==> config.mk <==
export PLATFORM = sky130hd
export DESIGN_NAME = adc_temp_logger_flat
export DESIGN_NICKNAME = d
export VERILOG_FILES = /design/src/rtl/adc_temp_logger_if.sv /design/src/rtl/adc_temp_logger.sv /design/src/flat_wrapper.sv
export SDC_FILE = /design/constraint.sdc
export NUM_CORES = 1
export LEC_CHECK = 0
export CAP_MARGIN = 20
export CORE_MARGIN = 3
export CORE_UTILIZATION = 30
export DETAILED_ROUTE_END_ITERATION = 12
export PLACE_DENSITY = 0.53
export SETUP_SLACK_MARGIN = 0.5
export SKIP_LAST_GASP = 1
export SLEW_MARGIN = 10
export SYNTH_ARGS = -nofsm -noshare
export SYNTH_HDL_FRONTEND = slang
export SYNTH_SLANG_ARGS = --single-unit
==> constraint.sdc <==
create_clock -name clk -period 2.08 [get_ports clk]
set_input_delay 0.624 -clock clk [delete_from_list [all_inputs] [get_ports clk]]
set_output_delay 0.624 -clock clk [all_outputs]
set_load 0.01 [all_outputs]
==> src/rtl/adc_temp_logger_if.sv <==
// ADC response / RAM write / LED bundle for adc_temp_logger.
// master: ADC-side driver and observer; slave: the logger itself.
interface adc_temp_logger_if #(
   parameter int SAMPLE_W = 12,
   parameter int ADDR_W   = 8
);
   logic                sample_valid;
   logic [SAMPLE_W-1:0] sample_data;
   logic [ADDR_W-1:0]   ram_addr;
   logic [SAMPLE_W-1:0] ram_data;
   logic                ram_wren;
   logic [7:0]          led_dout;
   logic                avg_valid;
   logic                buf_wrapped;

   modport master (
      output sample_valid, sample_data,
      input  ram_addr, ram_data, ram_wren,
      input  led_dout, avg_valid, buf_wrapped
   );

   modport slave (
      input  sample_valid, sample_data,
      output ram_addr, ram_data, ram_wren,
      output led_dout, avg_valid, buf_wrapped
   );
endinterface

==> src/rtl/adc_temp_logger.sv <==
// Block-averages 2^LOG2_AVG ADC samples, writes each average to a wrapping
// RAM address and shows its top 8 bits on the LEDs.
// Ports: clk, rst (async, active-high), bus (slave modport):
//   sample_valid/sample_data in; ram_addr/ram_data/ram_wren,
//   led_dout, avg_valid, buf_wrapped out (all registered).
module adc_temp_logger #(
   parameter int SAMPLE_W = 12,
   parameter int LOG2_AVG = 4,
   parameter int ADDR_W   = 8
) (
   input logic              clk,
   input logic              rst,
   adc_temp_logger_if.slave bus
);
   localparam int ACC_W = SAMPLE_W + LOG2_AVG;

   typedef enum logic {ACCUM, WRITE} state_t;

   state_t              state;
   logic [ACC_W-1:0]    acc;
   logic [LOG2_AVG-1:0] cnt;
   logic [ADDR_W-1:0]   addr_q;
   logic [SAMPLE_W-1:0] data_q;
   logic                wren_q;
   logic [7:0]          led_q;
   logic                wrap_q;

   logic [ACC_W-1:0]    smp_ext;
   logic [ACC_W-1:0]    sum;
   logic [SAMPLE_W-1:0] avg;

   assign smp_ext = {{LOG2_AVG{1'b0}}, bus.sample_data};
   assign sum     = acc + smp_ext;
   // Truncating divide by 2^LOG2_AVG.
   assign avg     = sum[ACC_W-1:LOG2_AVG];

   always_ff @(posedge clk or posedge rst) begin
      if (rst) begin
         state  <= ACCUM;
         acc    <= '0;
         cnt    <= '0;
         addr_q <= '0;
         data_q <= '0;
         wren_q <= 1'b0;
         led_q  <= '0;
         wrap_q <= 1'b0;
      end else begin
         case (state)
            ACCUM: begin
               if (bus.sample_valid) begin
                  if (cnt == {LOG2_AVG{1'b1}}) begin
                     data_q <= avg;
                     led_q  <= avg[SAMPLE_W-1 -: 8];
                     wren_q <= 1'b1;
                     acc    <= '0;
                     cnt    <= '0;
                     state  <= WRITE;
                  end else begin
                     acc <= sum;
                     cnt <= cnt + 1'b1;
                  end
               end
            end
            WRITE: begin
               wren_q <= 1'b0;
               addr_q <= addr_q + 1'b1;
               if (&addr_q) wrap_q <= 1'b1;
               // A sample arriving here opens the next window.
               if (bus.sample_valid) begin
                  acc <= smp_ext;
                  cnt <= {{(LOG2_AVG-1){1'b0}}, 1'b1};
               end else begin
                  acc <= '0;
                  cnt <= '0;
               end
               state <= ACCUM;
            end
            default: state <= ACCUM;
         endcase
      end
   end

   assign bus.ram_addr    = addr_q;
   assign bus.ram_data    = data_q;
   assign bus.ram_wren    = wren_q;
   assign bus.avg_valid   = wren_q;
   assign bus.led_dout    = led_q;
   assign bus.buf_wrapped = wrap_q;
endmodule

==> src/flat_wrapper.sv <==
// flat-port wrapper written by rule: the top's interface ports become plain ports
module adc_temp_logger_flat 
#(
   parameter int SAMPLE_W = 12,
   parameter int LOG2_AVG = 4,
   parameter int ADDR_W   = 8
)
  (clk, rst, bus_sample_valid, bus_sample_data, bus_ram_addr, bus_ram_data, bus_ram_wren, bus_led_dout, bus_avg_valid, bus_buf_wrapped);
  adc_temp_logger_if #(.SAMPLE_W(SAMPLE_W), .ADDR_W(ADDR_W)) bus_i ();
  input logic clk;
  input logic rst;
  input wire logic [$bits(bus_i.sample_valid)-1:0] bus_sample_valid;
  input wire logic [$bits(bus_i.sample_data)-1:0] bus_sample_data;
  output wire logic [$bits(bus_i.ram_addr)-1:0] bus_ram_addr;
  output wire logic [$bits(bus_i.ram_data)-1:0] bus_ram_data;
  output wire logic [$bits(bus_i.ram_wren)-1:0] bus_ram_wren;
  output wire logic [$bits(bus_i.led_dout)-1:0] bus_led_dout;
  output wire logic [$bits(bus_i.avg_valid)-1:0] bus_avg_valid;
  output wire logic [$bits(bus_i.buf_wrapped)-1:0] bus_buf_wrapped;
  assign bus_i.sample_valid = bus_sample_valid;
  assign bus_i.sample_data = bus_sample_data;
  assign bus_ram_addr = bus_i.ram_addr;
  assign bus_ram_data = bus_i.ram_data;
  assign bus_ram_wren = bus_i.ram_wren;
  assign bus_led_dout = bus_i.led_dout;
  assign bus_avg_valid = bus_i.avg_valid;
  assign bus_buf_wrapped = bus_i.buf_wrapped;
  adc_temp_logger #(.SAMPLE_W(SAMPLE_W), .LOG2_AVG(LOG2_AVG), .ADDR_W(ADDR_W)) u_core (.clk(clk), .rst(rst), .bus(bus_i));
endmodule
==> results of run 1 <==
-- power groups by stage --
stage | clock network (uW) | logic (uW) | registers, uW
finish | 573 | 3310 | 1380
global route | 621 | 3630 | 1420
CTS | 591 | 2890 | 1370
detailed placement | 0 | 2430 | 1390
global placement | 0 | 2420 | 1370
floorplan | 0 | 1530 | 1380
-- metal layers --
metal,up-vias,part of all wire
met5,-,0
met4,0,0.013
met3,10,0.040
met2,45,0.47
met1,1180,0.47
li1,1227,-
-- worst max-delay path: cells and delay by family --
family / cells / cell delay, ns
buffers and inverters: 2 / 0.43
AND/OR/NAND/NOR: 4 / 0.82
AO/OA/AOI/OAI: 2 / 0.25
adder cells (fa/ha/maj): 1 / 0.30
-- through the flow --
stage | total power, uW | TNS (ns) | instances | instance area, um2 | utilization
final | 5260 | -0.364 | 500 | 4080 | 0.492
after global routing | 5670 | -1.43 | 500 | 4080 | 0.492
after CTS | 4850 | -0.387 | 483 | 3930 | 0.474
after detailed placement | 3820 | -14.85 | 448 | 3490 | 0.420
after global placement | 3790 | -14.34 | 448 | 3490 | 0.420
after floorplan | 2920 | -0.196 | 277 | 2710 | -
-- placed cells by master (no fill, tap or decap), types with 9 or more instances in the layout --
master	netlist	routed
o21ai_1	4	17
dfrtp_1	43	41
nand3_1	11	9
buf_4	9	64
ha_4	0	11
nand2_1	35	32
clkbuf_2	0	21
buf_6	0	25
inv_1	12	10
nor2_1	13	10
-- worst max path at each step --
stage	start	endpoint	slack [ns]
after floorplan	bus_sample_data[0]	u_core.bus.led_dout[6]	-0.07
after global placement	bus_sample_data[0]	u_core.bus.led_dout[6]	-0.71
after detailed placement	bus_sample_data[0]	u_core.acc[14]	-0.74
after CTS	u_core.acc[0]	u_core.acc[14]	-0.16
after global routing	u_core.acc[0]	u_core.bus.led_dout[6]	-0.16
final	bus_sample_data[9]	u_core.acc[14]	-0.10
-- repair_timing --
action                     4_1_cts  5_1_grt
pin swaps                       27       24
setup buffers                   27       17
cloned                           0        0
setup endpoints to repair       62       58
resized for setup              153       59
-- flip-flops by register name (all words and copies together) (netlist names) --
| signal | cells |
|---|---|
| u_core.cnt | 4 |
| u_core.state | 1 |
| u_core.bus.ram_addr | 8 |
| u_core.bus.buf_wrapped | 1 |
| u_core.bus.avg_valid | 1 |
| u_core.bus.ram_data | 5 |
| u_core.bus.led_dout | 7 |
| u_core.acc | 16 |
-- final cells by class --
type | count | area share
multi-input combinational | 205 | 0.420
sequential | 43 | 0.264
timing repair buffer | 126 | 0.249
tap | 105 | 0.0322
clock buffer | 5 | 0.0169
inverter | 13 | 0.0132
clock inverter | 3 | 0.00490
-- kinds of logic (layout without fill, tap and decap cells) --
family                     Yosys count  count (layout)  share of synthesized area
AOI/OAI and AO/OA                   81              81                      0.215
DFF                                 43              43                      0.417
buffers and inverters               29             147                     0.0558
xor gates and xnor gates            12              12                     0.0407
muxes                                3               3                     0.0121
adders and majority gates           15              15                     0.0757
and+or+nand+nor                     94              94                      0.184
==> results.md, run 1 <==
Detailed routing:
- The per-cell via count in the routed design is 4.92.
- The post-detailed-route count of antenna-violating nets is 0.
- The number of design-rule violations left by the first detailed-router iteration is 51.
- After detailed routing, the total wire length is 7230 um.
- The total DRC errors in the routed layout is 0.
- The first detailed-routing pass ran for 4 iterations.
- The via count of the routed design is 2462.
- Dividing the detail-routed wire length by the instance count gives 14.5 um.

CTS:
- The sink count of the clock tree is 43.
- The H-tree depth reported by CTS is 2.
- After clock tree synthesis, the clock-pin slew on the worst setup and hold paths is 0.09 ns.
- The largest buffer count on any clock path is 2.
- Hold repair after CTS inserted 0 buffers.
- The total CTS buffers is 5.
- The CTS tree is done.
- The root buffer cell is clkbuf_8.
- Clock latency on the worst-skew pair, taken at its later pin, is 0.31 ns.

Place:
- The worst slack at placement is -0.736 ns.
- The sum of net half-perimeters after detailed placement is 4960 um.
- Routability-driven placement finished with a final weighted congestion of 0.860.
- During placement, the flow inserted port buffers numbering 45.

Logic synthesis:
- Summed over all instances, the cell type with the most area after synthesis is dfrtp_1.
- Yosys printed 0 warnings.
- The post-synthesis register bit count is 43.
- The most common cell in the synthesized netlist is dfrtp_1.
- The share of flip-flops with an asynchronous set or reset after synthesis is 1.00.
- By count the netlist is led by dfrtp_1, nand2_1, o21ai_0.
- The share of the Yosys chip area taken by registers is 0.417.
- The netlist uses 53 different library cells.
- Synthesis handed over a netlist of 277 instances.
- Counting flops with a built-in enable in the synthesized netlist gives 0.
- Counting every net in the synthesized netlist gives 307.
- The top cell type's share of synthesized area is 0.417.
- In this run the mean area of a mapped cell was 9.31 um2.
- In the post-synthesis netlist, the biggest area contributors are dfrtp_1, ha_1, nand2_1, o21ai_0, xnor2_1.
- The most used flip-flop cell after synthesis is dfrtp_1.
- The cell area after technology mapping is 2580 um2.

Layout:
- In the final layout, flip-flops and latches occupy 1080 um2.
- The number of antenna cells inserted is 0.
- The layout has 793 filler cells.
- The ratio of cells with drive above 1 in the final layout is 0.476.
- The area used by multi-input combinational logic is 1710 um2.
- The final layout contains 424 nets.
- Relative to the synthesized area, the layout overhead comes to 58.3%.

Critical path:
- STA classifies the critical path startpoint as an input port.
- The critical path goes through dlygate4sd2_1 > ha_4 > and4_4 > nand3_2 > a21oi_4 > o41ai_4 > buf_4 > or4_4 > nand3_1.
- The worst setup path is captured at a flop.
- The worst setup path is of the in2reg kind.
- Setup slack on the worst reg-to-reg path comes out at -0.07 ns.
- The worst-path maximum fanout is 7.
- The highest cell delay on the worst timing path is 0.40 ns.
- The signal arrival time at the worst endpoint is 2.43 ns.
- The slowest stage of the critical path belongs to the cell or4_4.
- In this run the critical register-to-register path is captured at u_core.acc[14].
- The worst-case reg-to-reg path depth is 10.
- The startpoint identified for the worst register-to-register timing path is u_core.acc[0].
- For the worst setup path, the data required time is 2.33 ns.

Run status:
- The checks that failed: negative setup slack.
- The flow ran to the end, but the final reports show violations.

Pwr:
- The part of the power in combinational logic is 0.629.
- In this run the power density over the cells is 1290 nW/um2.
- The share of total power dissipated in the clock network is 0.109.
- The static leakage is 0.00187 uW.
- The worst IR drop on VDD is 0.357 mV.
- The fraction of power spent switching nets is 0.393.
- The fraction of power consumed by sequential logic is 0.262.
- The total internal power is 3190 uW.
- The net load switching power is 2070 uW.

Floorplanning:
- The floorplan step set the die height to 98.7 um.
- The number of standard-cell rows in the floorplan is 33.
- From left edge to right edge, the die measures 98.7 um.
- In this run the count of I/O pins placed on the die edge is 46.
- The initial utilization of the core area, before any placement, comes to 0.311.
- The total area inside the core boundary comes to 8300 um2.
- The area enclosed by the die boundary is 9750 um2.

STA:
- Derived from the worst setup path, the maximum achievable clock frequency is 0.458 GHz.
- The worst setup margin is -0.102 ns.
- The relative slew slack is 0.789.
- The final number of hold-violating endpoints came to 0.
- Final hold analysis gives a worst-case slack of 0.476 ns.
- The part of the cycle the worst path needs is 1.05.
- Setup violations remaining at the end of the flow were counted as 7.
- After layout, the minimum clock period comes to 2.18 ns.
- The number of pins exceeding their max-slew limit in the final report came to 0.
- Clock skew on the completed layout was measured at 0.00780 ns.
- Setup repair after global routing could not meet its margin everywhere.
- The measured slew at the worst slew-check pin is 0.315 ns.

GRT:
- The first-pass GRT wire length is 12000 um.
- The number of global-route vias before repair is 2464.
- Summed over all layers, the global routing overflow is 0.
- In the global route stage, overall resource usage came out at 0.153.
- The number of antenna violations at the first check in global routing is 0.
- The global routing's busiest layer is met2.
- The fraction of met2 tracks used by global routing is 0.246.
- For met1 alone, demand over resource in global routing was 0.212.
- The largest net degree at the start of global routing is 44.
- The met3 routing resource usage after global routing is 0.0304.

Worst hold path:
- The min-delay analysis places its worst path in the category reg2reg.
- The launch point of the worst hold path is u_core.bus.ram_data[3].
- The path with the worst hold slack has its endpoint at u_core.bus.ram_data[3].
- The worst hold path passes through 2 cells.

Flow run:
- Across the run, the number of max-cap violations was 0.
(Power assumes the default switching activity.)
==> run 2, diff against run 1 <==
- CORE_UTILIZATION: 30 -> 40
- PLACE_DENSITY: 0.53 -> 0.67
==> results.md, run 2 (synthesis gave the netlist of run 1 again) <==
Layout:
- The net count of the finished layout was 413 (was 424).
- The relative area change from synthesis to final layout is 49.2% (was 58.3%).
- The final-layout fill cell count is 531 (was 793).
- The number of cells in the finished layout apart from fillers is 459 (was 500).
- Commonest cells after routing, fill and taps aside: buf_4, dfrtp_1, nand2_1, buf_6, clkbuf_2 (unchanged).
- The leading cell type in the layout, fill and taps excluded was buf_4 (unchanged).
- The number of antenna cells inserted was 0 (unchanged).
- The flip-flop count of the largest register after layout is 16 (unchanged).
- The ratio of cells with drive above 1 in the final layout came to 0.424 (was 0.476).
- The register containing the most flip-flops in the final layout is u_core.acc (unchanged).

Detailed routing:
- The post-detailed-route count of antenna-violating nets is 0 (unchanged).
- The total DRC errors in the routed layout is 0 (unchanged).
- The per-cell via count in the routed design is 5.37 (was 4.92).
- The number of detailed-route iterations in the first pass came to 4 (unchanged).
- The via count of the routed design is 2463 (was 2462).
- The total wire length after detailed routing is 7540 um (was 7230 um).
- The final routed wire length divided by cell count is 16.4 um (was 14.5 um).
- The number of design-rule violations left by the first detailed-router iteration is 148 (was 51).

STA:
- The part of the cycle the worst path needs is 1.05 (about the same).
- The total of endpoints with negative setup slack in the final report came to 5 (was 7).
- The relative slew slack is 0.704 (was 0.789).
- The measured slew at the worst slew-check pin is 0.444 ns (was 0.315 ns).
- The maximum frequency from static timing analysis is 0.458 GHz (about the same).
- The post-route setup TNS was -0.254 ns (was -0.364 ns).
- The worst setup margin is -0.102 ns (about the same).
- The clock period minus final worst setup slack came to 2.18 ns (about the same).
- The worst-case clock skew was 0.00551 ns (was 0.00780 ns).
- The number of pins exceeding their max-slew limit in the final report is 0 (unchanged).
- RSZ-0062 raised after global routing: yes (unchanged).
- The final number of hold-violating endpoints is 0 (unchanged).

Pwr:
- The part of the power in the clock network came to 0.116 (was 0.109).
- The part of the power in combinational logic is 0.605 (was 0.629).
- The total internal power is 2940 uW (was 3190 uW).
- The net load switching power came to 2020 uW (was 2070 uW).
- The worst IR drop on VDD is 0.635 mV (was 0.357 mV).
- The fraction of power spent switching nets is 0.407 (was 0.393).
- The fraction of power consumed by sequential logic is 0.279 (was 0.262).
- The static leakage came to 0.00177 uW (was 0.00187 uW).
- The cell area power density is 1290 nW/um2 (about the same).

CTS:
- The CTS tree is done (unchanged).
- The sink count of the clock tree is 43 (unchanged).
- The total CTS buffers is 5 (unchanged).
- The largest buffer count on any clock path was 2 (unchanged).
- The clock insertion delay at the later pin of the skew report is 0.31 ns (about the same).
- The clock transition time at the flip-flop clock pins of the worst setup and hold paths is 0.09 ns (about the same).
- The root buffer cell is clkbuf_8 (unchanged).
- The H-tree depth reported by CTS was 2 (unchanged).

GRT:
- The global routing usage summed across all routing layers was 0.208 (was 0.153).
- The first-pass GRT wire length is 12200 um (was 12000 um).
- The number of global-route vias before repair is 2523 (was 2464).
- The largest net degree at the start of global routing came to 44 (unchanged).
- The number of antenna violations at the first check in global routing is 0 (unchanged).
- The residual overflow from global routing came to 0 (unchanged).

Flow run:
- The number of max-cap violations is 0 (unchanged).

Critical path:
- The critical path class is reg2reg (was in2reg).
- The number of buffer and inverter stages on the critical path is 2 (unchanged).
- The required time reported for the critical path endpoint is 2.32 ns (was 2.33 ns).
- The signal arrival time at the worst endpoint is 2.42 ns (was 2.43 ns).
- The highest cell delay on the worst timing path is 0.40 ns (about the same).
- The worst-path maximum fanout is 7 (unchanged).
- The sort of element at the end of the critical path was a flop (unchanged).
- The critical path startpoint category is a flop (was input port).
- The critical-path cell with the highest stage delay is dfrtp_1 (was or4_4).
- The cell family contributing the most delay on the critical path is adder cells (was simple AND/OR/NAND/NOR gates).
- Ordered cell list for the critical path: ha_4 > inv_2 > fa_2 > nor2b_4 > o31ai_4 > a21oi_4 > o41ai_4 > buf_4 > or3_1 > a31oi_1 (was dlygate4sd2_1 > ha_4 > and4_4 > nand3_2 > a21oi_4 > o41ai_4 > buf_4 > or4_4 > nand3_1).

Floorplanning:
- The number of standard-cell rows in the floorplan came to 28 (was 33).
- The area of the core is 6100 um2 (was 8300 um2).
- The width of the die is 86.3 um (was 98.7 um).
- The area enclosed by the die boundary is 7450 um2 (was 9750 um2).
- The number of primary I/O pins was 46 (unchanged).
- The effective utilization at floorplan is 0.423 (was 0.311).
- The overall die height is 86.3 um (was 98.7 um).

Run status:
- Status: finished, violations left (unchanged).
- Failing checks: negative setup slack (unchanged).

Place:
- The routability congestion estimate from global placement is 0.858 (was 0.860).
- The number of port buffers is 45 (unchanged).
- The total placed cells including tap cells is 421 (was 448).
- The sum of net half-perimeters after detailed placement is 5160 um (was 4960 um).

Worst hold path:
- The path class of the lowest-slack min-delay path is reg2reg (unchanged).
## run 2: metal layers
layer | routed length [um] | GRT usage | vias to the layer above | share of wire
met5 | 0 | 0 | - | 0
met1 | 3370 | 0.284 | 1193 | 0.45
met2 | 3750 | 0.345 | 57 | 0.50
met4 | 102 | 0.0595 | 0 | 0.014
met3 | 311 | 0.0323 | 8 | 0.041
li1 | - | - | 1205 | -
## run 2: area by class of cell
cell class	count	area [um2]	share of cell area
multi-input cells	205	1630	0.424
flip-flops and latches	43	1080	0.281
repair buffers	115	897	0.233
well taps	75	93.8	0.0244
clock buffers	5	68.8	0.0179
inverters	13	52.6	0.0137
clock inverters	3	23.8	0.00618
## run 2: worst paths after layout
kind	startpoint	endpoint	slack [ns]	depth (start not counted)
worst max-delay path	u_core.acc[0]	u_core.bus.led_dout[6]	-0.10	10
worst min-delay path	u_core.bus.buf_wrapped	u_core.bus.buf_wrapped	0.48	1
worst max register to register	u_core.acc[0]	u_core.bus.led_dout[6]	-0.10	10
worst min register to register	u_core.bus.buf_wrapped	u_core.bus.buf_wrapped	0.48	1
max in group asynchronous	rst	u_core.state	1.16	3
min in group asynchronous	rst	u_core.bus.ram_data[3]	0.71	3
## run 2: through the flow
stage	setup slack, ns	utilization	power [uW]	hold slack, ns	area, um2
after CTS	-0.157	0.630	4750	0.487	3840
after global placement	-0.691	0.569	3760	0.464	3470
after detailed placement	-0.757	0.569	3840	0.461	3470
final	-0.102	0.631	4960	0.482	3850
after global routing	-0.196	0.631	5290	0.519	3850
after floorplan	-0.0712	-	2920	0.465	2710
## run 2: worst reg2reg max path, stage by stage (launching register included)
cell and delay, ns:
dfrtp_1 0.40, ha_4 0.15, inv_2 0.03, fa_2 0.37, nor2b_4 0.17, o31ai_4 0.08
a21oi_4 0.17, o41ai_4 0.09, buf_4 0.16, or3_1 0.32, a31oi_1 0.16
## run 2: repair_timing
item | CTS | global route
gates resized for setup | 146 | 39
hold buffers | 0 | 0
pin swaps | 22 | 21
endpoints found under the setup margin | 62 | 56
setup buffers | 23 | 7
## run 2: power by group through the flow
stage / Combinational, uW / Sequential, uW / Clock [uW]
after floorplan: 1530 / 1380 / 0
after global placement: 2390 / 1370 / 0
after detailed placement: 2450 / 1390 / 0
after CTS: 2790 / 1370 / 588
after global routing: 3230 / 1430 / 630
final: 3000 / 1390 / 573
==> run 3, diff against run 2 <==
- TNS_END_PERCENT: default -> 50
==> results.md, run 3 (synthesis gave the netlist of run 1 again) <==
CTS:
- The largest buffer count on any clock path is 2 (unchanged).
- The sink count of the clock tree is 43 (unchanged).
- The H-tree depth reported by CTS was 2 (unchanged).
- The number of buffers inserted by hold repair at cts is 0 (unchanged).
- The clock transition time at the flip-flop clock pins of the worst setup and hold paths is 0.09 ns (about the same).
- The root buffer cell is clkbuf_8 (unchanged).
- The total CTS buffers is 5 (unchanged).
- The clock insertion delay at the later pin of the skew report is 0.31 ns (about the same).
- The CTS tree is done (unchanged).

Layout:
- The register containing the most flip-flops in the final layout was u_core.acc (unchanged).
- The final-layout fill cell count was 520 (was 531).
- The number of antenna cells inserted is 0 (unchanged).
- The leading cell type in the layout, fill and taps excluded is buf_4 (unchanged).
- The relative area change from synthesis to final layout is 48.2% (was 49.2%).
- The flip-flop count of the largest register after layout is 16 (unchanged).
- Commonest cells after routing, fill and taps aside: buf_4, dfrtp_1, nand2_1, clkdlybuf4s50_1, o21ai_1 (was buf_4, dfrtp_1, nand2_1, buf_6, clkbuf_2).
- The net count of the finished layout came to 400 (was 413).
- The ratio of cells with drive above 1 in the final layout is 0.323 (was 0.424).

Pwr:
- The total chip power is 4890 uW (was 4960 uW).
- The fraction of power spent switching nets was 0.406 (was 0.407).
- The part of the power in combinational logic is 0.598 (was 0.605).
- The static leakage is 0.00175 uW (was 0.00177 uW).
- The worst IR drop on VDD is 0.620 mV (was 0.635 mV).
- The cell area power density is 1280 nW/um2 (was 1290 nW/um2).
- The fraction of power consumed by sequential logic was 0.284 (was 0.279).
- The net load switching power is 1980 uW (was 2020 uW).
- The part of the power in the clock network came to 0.118 (was 0.116).
- The total internal power is 2900 uW (was 2940 uW).

STA:
- The number of pins exceeding their max-slew limit in the final report is 0 (unchanged).
- The relative slew slack came to 0.543 (was 0.704).
- The part of the cycle the worst path needs is 1.05 (about the same).
- The final number of hold-violating endpoints is 0 (unchanged).
- The total of endpoints with negative setup slack in the final report is 5 (unchanged).
- The clock period minus final worst setup slack came to 2.18 ns (about the same).
- The maximum frequency from static timing analysis was 0.458 GHz (about the same).
- The worst-case clock skew is 0.00574 ns (was 0.00551 ns).
- The worst setup margin is -0.102 ns (about the same).
- RSZ-0062 raised after global routing: yes (unchanged).
- The measured slew at the worst slew-check pin was 0.683 ns (was 0.444 ns).

Critical path:
- The worst-path maximum fanout is 7 (unchanged).
- The critical path class is in2reg (was reg2reg).
- The number of buffer and inverter stages on the critical path is 2 (unchanged).
- The required time reported for the critical path endpoint is 2.32 ns (about the same).
- The highest cell delay on the worst timing path was 0.32 ns (was 0.40 ns).
- The cell family contributing the most delay on the critical path is simple AND/OR/NAND/NOR gates (was adder cells).
- The critical-path cell with the highest stage delay was or3_1 (was dfrtp_1).
- The critical path startpoint category is an input port (was flop).
- The signal arrival time at the worst endpoint is 2.42 ns (about the same).
- The sort of element at the end of the critical path is a flop (unchanged).
- Ordered cell list for the critical path: dlygate4sd2_1 > ha_4 > and4_4 > nand3_2 > a21oi_4 > o41ai_4 > buf_4 > or3_1 > a31oi_1 (was ha_4 > inv_2 > fa_2 > nor2b_4 > o31ai_4 > a21oi_4 > o41ai_4 > buf_4 > or3_1 > a31oi_1).

GRT:
- The number of global-route vias before repair is 2502 (was 2523).
- The number of antenna violations at the first check in global routing is 0 (unchanged).
- The residual overflow from global routing is 0 (unchanged).
- The global routing usage summed across all routing layers is 0.207 (was 0.208).
- The first-pass GRT wire length is 12100 um (was 12200 um).
- The largest net degree at the start of global routing is 44 (unchanged).

Floorplanning:
- The area enclosed by the die boundary is 7450 um2 (unchanged).
- The area of the core is 6100 um2 (unchanged).
- The width of the die is 86.3 um (unchanged).
- The overall die height is 86.3 um (unchanged).
- The effective utilization at floorplan is 0.423 (unchanged).
- The number of primary I/O pins is 46 (unchanged).
- The number of standard-cell rows in the floorplan came to 28 (unchanged).

Run status:
- Failing checks: negative setup slack (unchanged).
- Status: finished, violations left (unchanged).

Detailed routing:
- The per-cell via count in the routed design came to 5.49 (was 5.37).
- The total wire length after detailed routing is 7480 um (was 7540 um).
- The via count of the routed design is 2448 (was 2463).
- The total DRC errors in the routed layout is 0 (unchanged).
- The post-detailed-route count of antenna-violating nets came to 0 (unchanged).
- The final routed wire length divided by cell count is 16.8 um (was 16.4 um).
- The number of design-rule violations left by the first detailed-router iteration was 148 (unchanged).
- The number of detailed-route iterations in the first pass is 4 (unchanged).

Place:
- The routability congestion estimate from global placement is 0.858 (unchanged).
- The worst slack at placement is -0.757 ns (unchanged).
- The sum of net half-perimeters after detailed placement was 5160 um (unchanged).
- The number of port buffers is 45 (unchanged).

Flow run:
- The number of max-cap violations was 0 (unchanged).

Worst hold path:
- The path class of the lowest-slack min-delay path is reg2reg (unchanged).
==> run 3: cell count changes in the layout (fill, tap and decap cells not counted), sizes merged <==
cell	before	now
buf	88	62
clkbuf	21	7
clkdlybuf4s15	4	5
clkdlybuf4s50	2	22
dlymetal6s2s	1	7
==> run 3: layout make-up <==
type | instances | area (um2) | area share
Sequential cell | 43 | 1080 | 0.282
Clock buffer | 5 | 68.8 | 0.0180
Tap cell | 75 | 93.8 | 0.0245
Clock inverter | 3 | 23.8 | 0.00622
Timing Repair Buffer | 102 | 880 | 0.230
Multi-Input combinational cell | 205 | 1630 | 0.425
Inverter | 13 | 52.6 | 0.0137
==> run 3: worst paths after layout <==
check	startpoint	to	slack [ns]	depth (start not counted)
setup / recovery	bus_sample_data[10]	u_core.bus.led_dout[6]	-0.10	9
hold / removal	u_core.bus.buf_wrapped	u_core.bus.buf_wrapped	0.48	1
setup reg to reg	u_core.acc[0]	u_core.bus.led_dout[6]	-0.10	10
hold reg to reg	u_core.bus.buf_wrapped	u_core.bus.buf_wrapped	0.48	1
max in group asynchronous	rst	u_core.bus.ram_addr[0]	1.16	3
min in group asynchronous	rst	u_core.bus.ram_data[3]	0.70	3
==> run 3: metal layers <==
layer / wire [um] / GRT usage
met5: 0 / 0
met4: 102 / 0.0623
met3: 295 / 0.0323
met2: 3760 / 0.342
met1: 3330 / 0.282
==> run 3: stage by stage <==
| stage | std cells | hold WS [ns] | setup TNS (ns) | utilization | area (um2) |
|---|---|---|---|---|---|
| 3_5_place_dp | 421 | 0.461 | -14.39 | 0.569 | 3470 |
| 6_report | 446 | 0.481 | -0.252 | 0.627 | 3820 |
| 3_3_place_gp | 421 | 0.464 | -14.00 | 0.569 | 3470 |
| 2_1_floorplan | 277 | 0.465 | -0.196 | - | 2710 |
| 5_1_grt | 446 | 0.515 | -1.07 | 0.627 | 3820 |
| 4_1_cts | 442 | 0.486 | -0.548 | 0.616 | 3750 |
==> run 3: power groups by stage <==
stage / clock [uW] / combinational [uW] / sequential, uW
after global routing: 629 / 3150 / 1430
after CTS: 588 / 2740 / 1380
final: 575 / 2920 / 1390
after floorplan: 0 / 1530 / 1380
after detailed placement: 0 / 2450 / 1390
after global placement: 0 / 2390 / 1370
==> run 3: repair_timing <==
action                     4_1_cts  5_1_grt
pin swaps                       22       21
setup buffers                   13        4
setup endpoints to repair       62       61
gates resized for setup         61       19
gates cloned                     0        0
